### src/rtl/rgb565_to_hsv.sv
// rgb565_to_hsv: assembles RGB565 byte pairs from the camera into pixels,
// tracks the column within each line and converts every pixel to HSV
// through a fixed three-stage pipeline (S1 unpack, S2 max/min, S3 divide).
module rgb565_to_hsv (
  input  logic       clk,
  input  logic       rst,
  input  logic       vsync,
  input  logic       href,
  input  logic       byte_valid,
  input  logic [7:0] pixel_byte,
  output logic       write,
  output logic [8:0] hue,
  output logic [4:0] saturation,
  output logic [4:0] value,
  output logic [9:0] horiz_count,
  output logic       frame_start
);

  // Which component won the max comparison; selects the hue formula.
  typedef enum logic [1:0] {
    SEL_R = 2'd0,
    SEL_G = 2'd1,
    SEL_B = 2'd2
  } sel_e;

  // ---------------- byte assembly / column counter ----------------
  logic       phase_q, phase_d;
  logic [7:0] byte0_q, byte0_d;
  logic [9:0] col_q, col_d;
  logic       accept, pix_done;

  assign accept   = byte_valid & href & ~vsync;
  assign pix_done = accept & phase_q;

  // Next-state for the byte phase, held first byte and column counter.
  always_comb begin
    // NOTE: every variable gets a default first so no path leaves it
    // unassigned, which would otherwise infer a latch.
    phase_d = phase_q;
    byte0_d = byte0_q;
    col_d   = col_q;
    if (!href || vsync) begin
      phase_d = 1'b0;               // drops any odd trailing byte
    end else if (accept) begin
      phase_d = ~phase_q;
    end
    if (accept && !phase_q) begin
      byte0_d = pixel_byte;
    end
    if (!href) begin
      col_d = '0;
    end else if (pix_done && col_q != 10'd1023) begin
      col_d = col_q + 10'd1;
    end
  end

  // ---------------- S1: unpack components ----------------
  logic       v0_q;
  logic [4:0] r_q, g_q, b_q;
  logic [9:0] col1_q;
  logic [5:0] g6;
  logic [4:0] r_d, g_d, b_d;

  // Split the byte pair into R, 6-bit G (reduced to 5 bits) and B.
  always_comb begin
    g6  = {byte0_q[2:0], pixel_byte[7:5]};
    r_d = byte0_q[7:3];
    g_d = 5'(g6 >> 1);
    b_d = pixel_byte[4:0];
  end

  // ---------------- S2: max / delta / hue numerator ----------------
  logic               v1_q;
  logic [4:0]         max_q, max_d;
  logic [4:0]         delta_q, delta_d;
  logic signed [12:0] num_q, num_d;
  sel_e               sel_q, sel_d;
  logic [9:0]         col2_q;
  logic [4:0]         min_c;
  logic signed [12:0] diff;

  // Pick max with R > G > B tie priority, the min, and the signed numerator.
  always_comb begin
    sel_d = SEL_R;
    max_d = r_q;
    diff  = $signed({8'd0, g_q}) - $signed({8'd0, b_q});
    if (r_q >= g_q && r_q >= b_q) begin
      sel_d = SEL_R;
      max_d = r_q;
      diff  = $signed({8'd0, g_q}) - $signed({8'd0, b_q});
    end else if (g_q >= b_q) begin
      sel_d = SEL_G;
      max_d = g_q;
      diff  = $signed({8'd0, b_q}) - $signed({8'd0, r_q});
    end else begin
      sel_d = SEL_B;
      max_d = b_q;
      diff  = $signed({8'd0, r_q}) - $signed({8'd0, g_q});
    end
    min_c = r_q;
    if (g_q < min_c) min_c = g_q;
    if (b_q < min_c) min_c = b_q;
    delta_d = max_d - min_c;
    num_d   = diff * 13'sd60;
  end

  // ---------------- S3: divides onto the outputs ----------------
  logic       write_q;
  logic [8:0] hue_q, hue_d;
  logic [4:0] sat_q, sat_d;
  logic [4:0] val_q;
  logic [9:0] hcount_q;
  logic signed [12:0] den, quot;
  logic [9:0]         sat_num;

  // Hue offset division (truncates toward zero) and saturation division.
  always_comb begin
    den     = $signed({8'd0, delta_q});
    quot    = (delta_q == 5'd0) ? 13'sd0 : num_q / den;
    sat_num = {5'd0, delta_q} * 10'd31;
    sat_d   = (max_q == 5'd0) ? 5'd0 : 5'(sat_num / {5'd0, max_q});
    hue_d   = '0;
    if (delta_q != 5'd0) begin
      case (sel_q)
        SEL_R:   hue_d = (quot < 0) ? 9'(quot + 13'sd360) : 9'(quot);
        SEL_G:   hue_d = 9'(quot + 13'sd120);
        SEL_B:   hue_d = 9'(quot + 13'sd240);
        default: hue_d = '0;
      endcase
    end
  end

  // ---------------- frame start detect ----------------
  logic vsync_q, frame_start_q;

  // All state: synchronous reset kills in-flight pixels and zeroes outputs.
  always_ff @(posedge clk) begin
    // NOTE: sequential state uses non-blocking assignments so every register
    // samples pre-edge values regardless of statement order.
    if (rst) begin
      phase_q       <= 1'b0;
      byte0_q       <= '0;
      col_q         <= '0;
      v0_q          <= 1'b0;
      r_q           <= '0;
      g_q           <= '0;
      b_q           <= '0;
      col1_q        <= '0;
      v1_q          <= 1'b0;
      max_q         <= '0;
      delta_q       <= '0;
      num_q         <= '0;
      sel_q         <= SEL_R;
      col2_q        <= '0;
      write_q       <= 1'b0;
      hue_q         <= '0;
      sat_q         <= '0;
      val_q         <= '0;
      hcount_q      <= '0;
      vsync_q       <= 1'b0;
      frame_start_q <= 1'b0;
    end else begin
      phase_q <= phase_d;
      byte0_q <= byte0_d;
      col_q   <= col_d;
      v0_q    <= pix_done;
      if (pix_done) begin
        r_q    <= r_d;
        g_q    <= g_d;
        b_q    <= b_d;
        col1_q <= col_q;
      end
      v1_q <= v0_q;
      if (v0_q) begin
        max_q   <= max_d;
        delta_q <= delta_d;
        num_q   <= num_d;
        sel_q   <= sel_d;
        col2_q  <= col1_q;
      end
      write_q <= v1_q;
      if (v1_q) begin
        hue_q    <= hue_d;
        sat_q    <= sat_d;
        val_q    <= max_q;
        hcount_q <= col2_q;
      end
      vsync_q       <= vsync;
      frame_start_q <= vsync_q & ~vsync;
    end
  end

  assign write       = write_q;
  assign hue         = hue_q;
  assign saturation  = sat_q;
  assign value       = val_q;
  assign horiz_count = hcount_q;
  assign frame_start = frame_start_q;

endmodule

### config.mk
export PLATFORM = sky130hd
export DESIGN_NAME = rgb565_to_hsv
export DESIGN_NICKNAME = d
export VERILOG_FILES = /design/src/rtl/rgb565_to_hsv.sv
export SDC_FILE = /design/constraint.sdc
export NUM_CORES = 1
export LEC_CHECK = 0
export ABC_AREA = 1
export CORE_MARGIN = 4
export CORE_UTILIZATION = 44
export CTS_CLUSTER_DIAMETER = 40
export CTS_CLUSTER_SIZE = 30
export DETAILED_ROUTE_END_ITERATION = 16
export SETUP_SLACK_MARGIN = 0.3
export SYNTH_ARGS = -nofsm -noshare
export SYNTH_HDL_FRONTEND = slang
export SYNTH_SLANG_ARGS = --single-unit
### constraint.sdc
create_clock -name clk -period 64.9 [get_ports clk]
set_input_delay 16.225 -clock clk [delete_from_list [all_inputs] [get_ports clk]]
set_output_delay 16.225 -clock clk [all_outputs]
set_load 0.1 [all_outputs]
==> results of run 1 <==
flip-flops by register name, indices dropped and copies added (netlist names), 5 cells and up:
signal       count
g_q              5
col2_q          10
byte0_q          8
b_q              5
num_q           11
horiz_count     10
r_q              5
col1_q          10
max_q            5
saturation       5
value            5
hue              9
delta_q          5
col_q           10
synthesized netlist by cell type (3+ instances only):
cell type / count / share of area [%]
nand2_1: 403 / 11
inv_1: 273 / 7.5
o21ai_0: 200 / 7.3
nor2_1: 192 / 5.3
ha_1: 165 / 15
a21oi_1: 147 / 5.4
nand3_1: 121 / 4.4
dfxtp_1: 111 / 16
xor2_1: 63 / 4.0
nand2_2: 47 / 2.2
xnor2_1: 37 / 2.4
nand4_1: 30 / 1.4
clkbuf_1: 26 / 0.72
fa_1: 20 / 2.9
nand3_2: 20 / 1.5
nor3_1: 20 / 0.73
inv_2: 17 / 0.47
nand2_4: 16 / 1.3
a21o_1: 14 / 0.77
nor2_2: 14 / 0.64
o21bai_1: 14 / 0.77
nand3b_1: 11 / 0.61
nand3_4: 9 / 1.2
o221ai_1: 8 / 0.51
or2_2: 8 / 0.37
clkinv_1: 7 / 0.19
nor2_4: 7 / 0.58
nor4_1: 7 / 0.32
o211ai_1: 6 / 0.33
o21ai_1: 6 / 0.22
o31ai_1: 6 / 0.33
a31oi_1: 5 / 0.23
buf_6: 5 / 0.41
a211oi_1: 4 / 0.22
o21ai_2: 3 / 0.19
final timing paths:
| path | endpoint | slack [ps] |
|---|---|---|
| setup reg to reg | hue[8] | 40890 |
| hold / removal | frame_start | 440 |
| setup / recovery | hue[8] | 40890 |
| hold reg to reg | frame_start | 440 |
critical path: cells and delay by family, from the launching register on:
kind | cells | cell delay (ps)
adders and majority gates | 16 | 4940
DFF | 1 | 320
buffers and inverters | 29 | 2890
and+or+nand+nor | 75 | 9750
xor gates and xnor gates | 3 | 540
AOI/OAI and AO/OA | 33 | 5350
cell families after synthesis:
family / synth area share, %
DFF: 16.28
AOI/OAI and AO/OA: 17.34
adders and majority gates: 18.06
buffers and inverters: 9.811
and+or+nand+nor: 32.08
xor gates and xnor gates: 6.418
metrics by stage:
| stage | utilization, % | hold slack [ps] | setup WS (ps) | instances |
|---|---|---|---|---|
| after floorplan | - | 402.4 | 44350 | 2076 |
| after global placement | 47.12 | 438.0 | 42130 | 2485 |
| after detailed placement | 47.12 | 436.1 | 41110 | 2485 |
| after CTS | 48.12 | 452.2 | 41030 | 2500 |
| after global routing | 48.12 | 472.0 | 37950 | 2500 |
| final | 48.12 | 438.5 | 40890 | 2500 |
metal layers:
metal  wire [um]  global-route usage (%)  share of wire, %  vias up
met3         915                   1.717               2.6       42
met1       16450                   26.72                47     5865
li1            -                       -                 -     6910
met4         708                   5.176               2.0        0
met5           0                       0                 0        -
met2       16830                   36.97                48      178
layout make-up:
class / count / area (um2)
clock buffers: 10 / 239.0
inverters: 301 / 1137
clock inverters: 5 / 65.06
fillers: 3218 / 15870
multi-input cells: 1628 / 10080
well taps: 396 / 495.5
repair buffers: 49 / 475.5
flip-flops and latches: 111 / 2222
==> impl_metrics.csv, run 1 <==
group,metric,value,unit
sta,setup_violations,0,
sta,tightest_slew,1066,ps
sta,max_freq,41.65,MHz
sta,period_share,37.00,%
worst_setup_path,r2r_start,"num_q[2]",
synth,ys_types,59,
job,maxCapViolCount,0,
floorplanning,die-area,33890,um2
synth,yosys_warnings,0,
worst_setup_path,crit_path_start_kind,"flop",
clocking,worstSkewPairLatency,360,ps
synth,async_flop_share,0,%
clocking,cts_setup_buffers,0,
sta,timing.setup.tns,0,ps
synth,ys_seq_area_share,16.28,%
run_status,status,"finished clean",
floorplanning,core-area,30590,um2
global_routing,grt_pass1_vias,12250,
detailed_routing,wl_per_cell,13.96,um
clocking,cts_buffers,9,
worst_setup_path,cp_slowest_stage_delay,480,ps
detailed_routing,drtIter0Drc,654,
synth,synth_area,13650,um2
sta,finalHoldViolations,0,
worst_setup_path,worstSetupStartpoint,"num_q[2]",
synth,synth_fp_nets,2274,
detailed_routing,finalWirelength,34.91,mm
sta,min_period,24010,ps
global_routing,antenna_found_initial,0,
worst_setup_path,crit_path_frequent_cell,"nand2_1",
min_path,hp-class,"flop to flop",
global_routing,grt_max_degree,42,
min_path,hold_start,"vsync_q",
detailed_routing,ant_nets,0,
global_routing,grtUsageTotal,20.60,%
floorplanning,rows,64,
placed_design,gp_congestion,0.8929,
clocking,cts_tree,"built",
clocking,ctsHtreeMaxLevel,3,
worst_setup_path,critPathArrivalTime,24250,ps
worst_setup_path,crit_path_max_fanout,15,
sta,rsz0062_at_grt,"false",
clocking,cts_root_buf,"clkbuf_16",
floorplanning,top_level_ports,44,
detailed_routing,routed_via_density,5.198,
clocking,cts.clk_slew.worst_paths,80,ps
sta,drv_slew,0,
placed_design,dpl-instance-area,14420,um2
floorplanning,die_w,184.1,um
worst_setup_path,slowest_stage,"a21oi_1",
placed_design,io_buffers,43,
clocking,clk_path_buf_depth,2,
clocking,post_cts_resized,0,
synth,synthFlopType,"dfxtp_1",
final_layout,final_common_cell,"nand2_1",
detailed_routing,vias,13000,
final_layout,diodes,0,
sta,skew,8.327,ps
detailed_routing,drtPass1Iterations,5,
final_layout,area_growth_syn_to_layout,7.867,%
floorplanning,die_h,184.1,um
worst_setup_path,crit_type,"flop to flop",
global_routing,grt-ovfl-total,0,
floorplanning,start_util,44.61,%
final_layout,final_cell_mix,"nand2_1, inv_1, o21ai_0",
worst_setup_path,worstPathRequired,65140,ps
synth,postSynthCellCount,2076,
worst_setup_path,crit_path_end_kind,"flop",
synth,syn_area_per_cell,6.573,um2
clocking,cts.sink_count,111,
placed_design,dp_hpwl,27.71,mm
detailed_routing,post-route-drc-count,0,
worst_setup_path,r2r_cells,156,
min_path,holdPathStages,2,
global_routing,grt_pass1_wl,58.64,mm
synth,ys_ff_latch,111,
final_layout,final_nets,2298,
final_layout,layout-drive-gt1-share,8.222,%
clocking,holdBufCountCts,0,
final_layout,design_area,14720,um2
synth,synth_edf_count,0,
sta,timing.slew.headroom,28.67,%
Power of run 1 is left out: the tool's default activity adds up to more than one toggle a clock period on the data nets, which glitch-free logic cannot reach.
==> inputs of run 2 (changes only) <==
Clock period 64.9 ns to 20.2 ns, I/O delays scaled along.
==> run 2 against run 1 <==
Compared with the run above:
- die area stayed put
- via count is 6.8% higher
- worst hold slack worse by 16 ps
- cell count is 6.2% higher
- maximum frequency is 26% higher
- highest routed layer unchanged
- clock skew is 2.9 ps higher
==> impl_metrics.csv, run 2 (synthesis results as in run 1) <==
group,metric,value,unit
run_status,status,"finished clean",
sta,finalHoldViolations,0,
sta,timing.slew.headroom,29.44,%
sta,max_freq,52.43,MHz
final_layout,largest-register,"num_q",
floorplanning,die_h,184.1,um
floorplanning,top_level_ports,44,
global_routing,grt-ovfl-total,0,
detailed_routing,vias,13880,
clocking,cts_root_buf,"clkbuf_16",
clocking,cts.clk_slew.worst_paths,80,ps
sta,min_period,19070,ps
clocking,cts.sink_count,111,
job,maxCapViolCount,0,
detailed_routing,drtPass1Iterations,5,
worst_setup_path,cp_slowest_stage_delay,360,ps
sta,tightest_slew,1052,ps
final_layout,layout-drive-gt1-share,21.66,%
final_layout,fillCellCount,2948,
global_routing,antenna_found_initial,0,
detailed_routing,post-route-drc-count,0,
detailed_routing,routed_via_density,5.228,
worst_setup_path,crit_path_max_fanout,8,
floorplanning,rows,64,
clocking,cts_buffers,9,
placed_design,dp_hpwl,27.56,mm
worst_setup_path,worstPathRequired,20490,ps
clocking,worstSkewPairLatency,360,ps
sta,holdWs,422.9,ps
min_path,hp-class,"flop to flop",
final_layout,finish.utilization,55.23,%
worst_setup_path,crit_type,"flop to flop",
sta,period_share,94.43,%
clocking,ctsHtreeMaxLevel,3,
global_routing,grt_max_degree,71,
final_layout,diodes,0,
final_layout,final_common_cell,"nand2_1",
worst_setup_path,crit_path_start_kind,"flop",
sta,rsz0062_at_grt,"true",
sta,drv_slew,0,
placed_design,gp_congestion,0.8616,
clocking,cts_tree,"built",
placed_design,dpl-instance-area,14900,um2
clocking,holdBufCountCts,0,
detailed_routing,wl_per_cell,13.96,um
final_layout,register_area,2225,um2
worst_setup_path,slowest_stage,"nor4_4",
global_routing,grt_pass1_wl,58.82,mm
final_layout,design_area,16900,um2
worst_setup_path,critPathArrivalTime,19370,ps
worst_setup_path,crit_path_end_kind,"flop",
global_routing,grt_pass1_vias,12590,
final_layout,final_cell_mix,"nand2_1, inv_1, nor2_1",
floorplanning,start_util,44.61,%
worst_setup_path,ff2ff_setup_slack,1130,ps
detailed_routing,finalWirelength,37.04,mm
floorplanning,core-area,30590,um2
clocking,clk_path_buf_depth,2,
placed_design,io_buffers,43,
sta,skew,11.24,ps
final_layout,multi_input_area,11060,um2
detailed_routing,ant_nets,0,
final_layout,final_nets,2451,
detailed_routing,drtIter0Drc,776,
global_routing,grtUsageTotal,20.37,%
final_layout,largest_reg_flops,11,
floorplanning,die_w,184.1,um
sta,setup_violations,0,
final_layout,area_growth_syn_to_layout,23.81,%
floorplanning,die-area,33890,um2
==> run 2: layer usage <==
metal / share of wire [%] / up-vias / wire [um] / global-route usage, %
li1: - / 7223 / - / -
met3: 2.8 / 54 / 1037 / 1.559
met4: 2.1 / 0 / 769 / 4.732
met5: 0 / - / 0 / 0
met1: 46 / 6354 / 17060 / 27.04
met2: 49 / 244 / 18180 / 36.09
==> run 2: critical path, delay by kind of cell, from the launching register on <==
kind / cells / cell delay, ps
buffers and inverters: 26 / 1970
adder cells (fa/ha/maj): 16 / 4090
AO/OA/AOI/OAI: 31 / 3930
flip-flops: 1 / 330
XOR/XNOR: 2 / 420
AND/OR/NAND/NOR: 76 / 8190
==> run 2: final cells by class <==
class / instances / area share (%)
clock inverters: 7 / 0.5258
flip-flops and latches: 111 / 13.17
repair inverters: 2 / 0.09627
multi-input cells: 1630 / 65.47
well taps: 396 / 2.933
repair buffers: 198 / 9.502
clock buffers: 9 / 1.333
inverters: 301 / 6.976
==> run 2: final timing paths <==
kind | startpoint | endpoint | cells past startpoint
hold / removal | vsync_q | frame_start | 2
setup / recovery | num_q[3] | hue[8] | 151
setup reg to reg | num_q[3] | hue[8] | 151
hold reg to reg | vsync_q | frame_start | 2
==> run 2: timing repair <==
| item | CTS | global route |
|---|---|---|
| cloned | 0 | 4 |
| pin swaps | 7 | 131 |
| endpoints found under the setup margin | 6 | 9 |
| resized for setup | 31 | 225 |
| buffers inserted | 6 | 81 |
==> run 2: stage by stage <==
stage / setup TNS [ps] / cells / setup slack, ps
2_1_floorplan: 0 / 2076 / 385.7
3_3_place_gp: -524.4 / 2547 / -146.3
3_5_place_dp: -3948 / 2547 / -773.9
4_1_cts: 0 / 2569 / 315.6
5_1_grt: -1506 / 2654 / -326.4
6_report: 0 / 2654 / 1126
Power of run 2 is left out for the same reason.
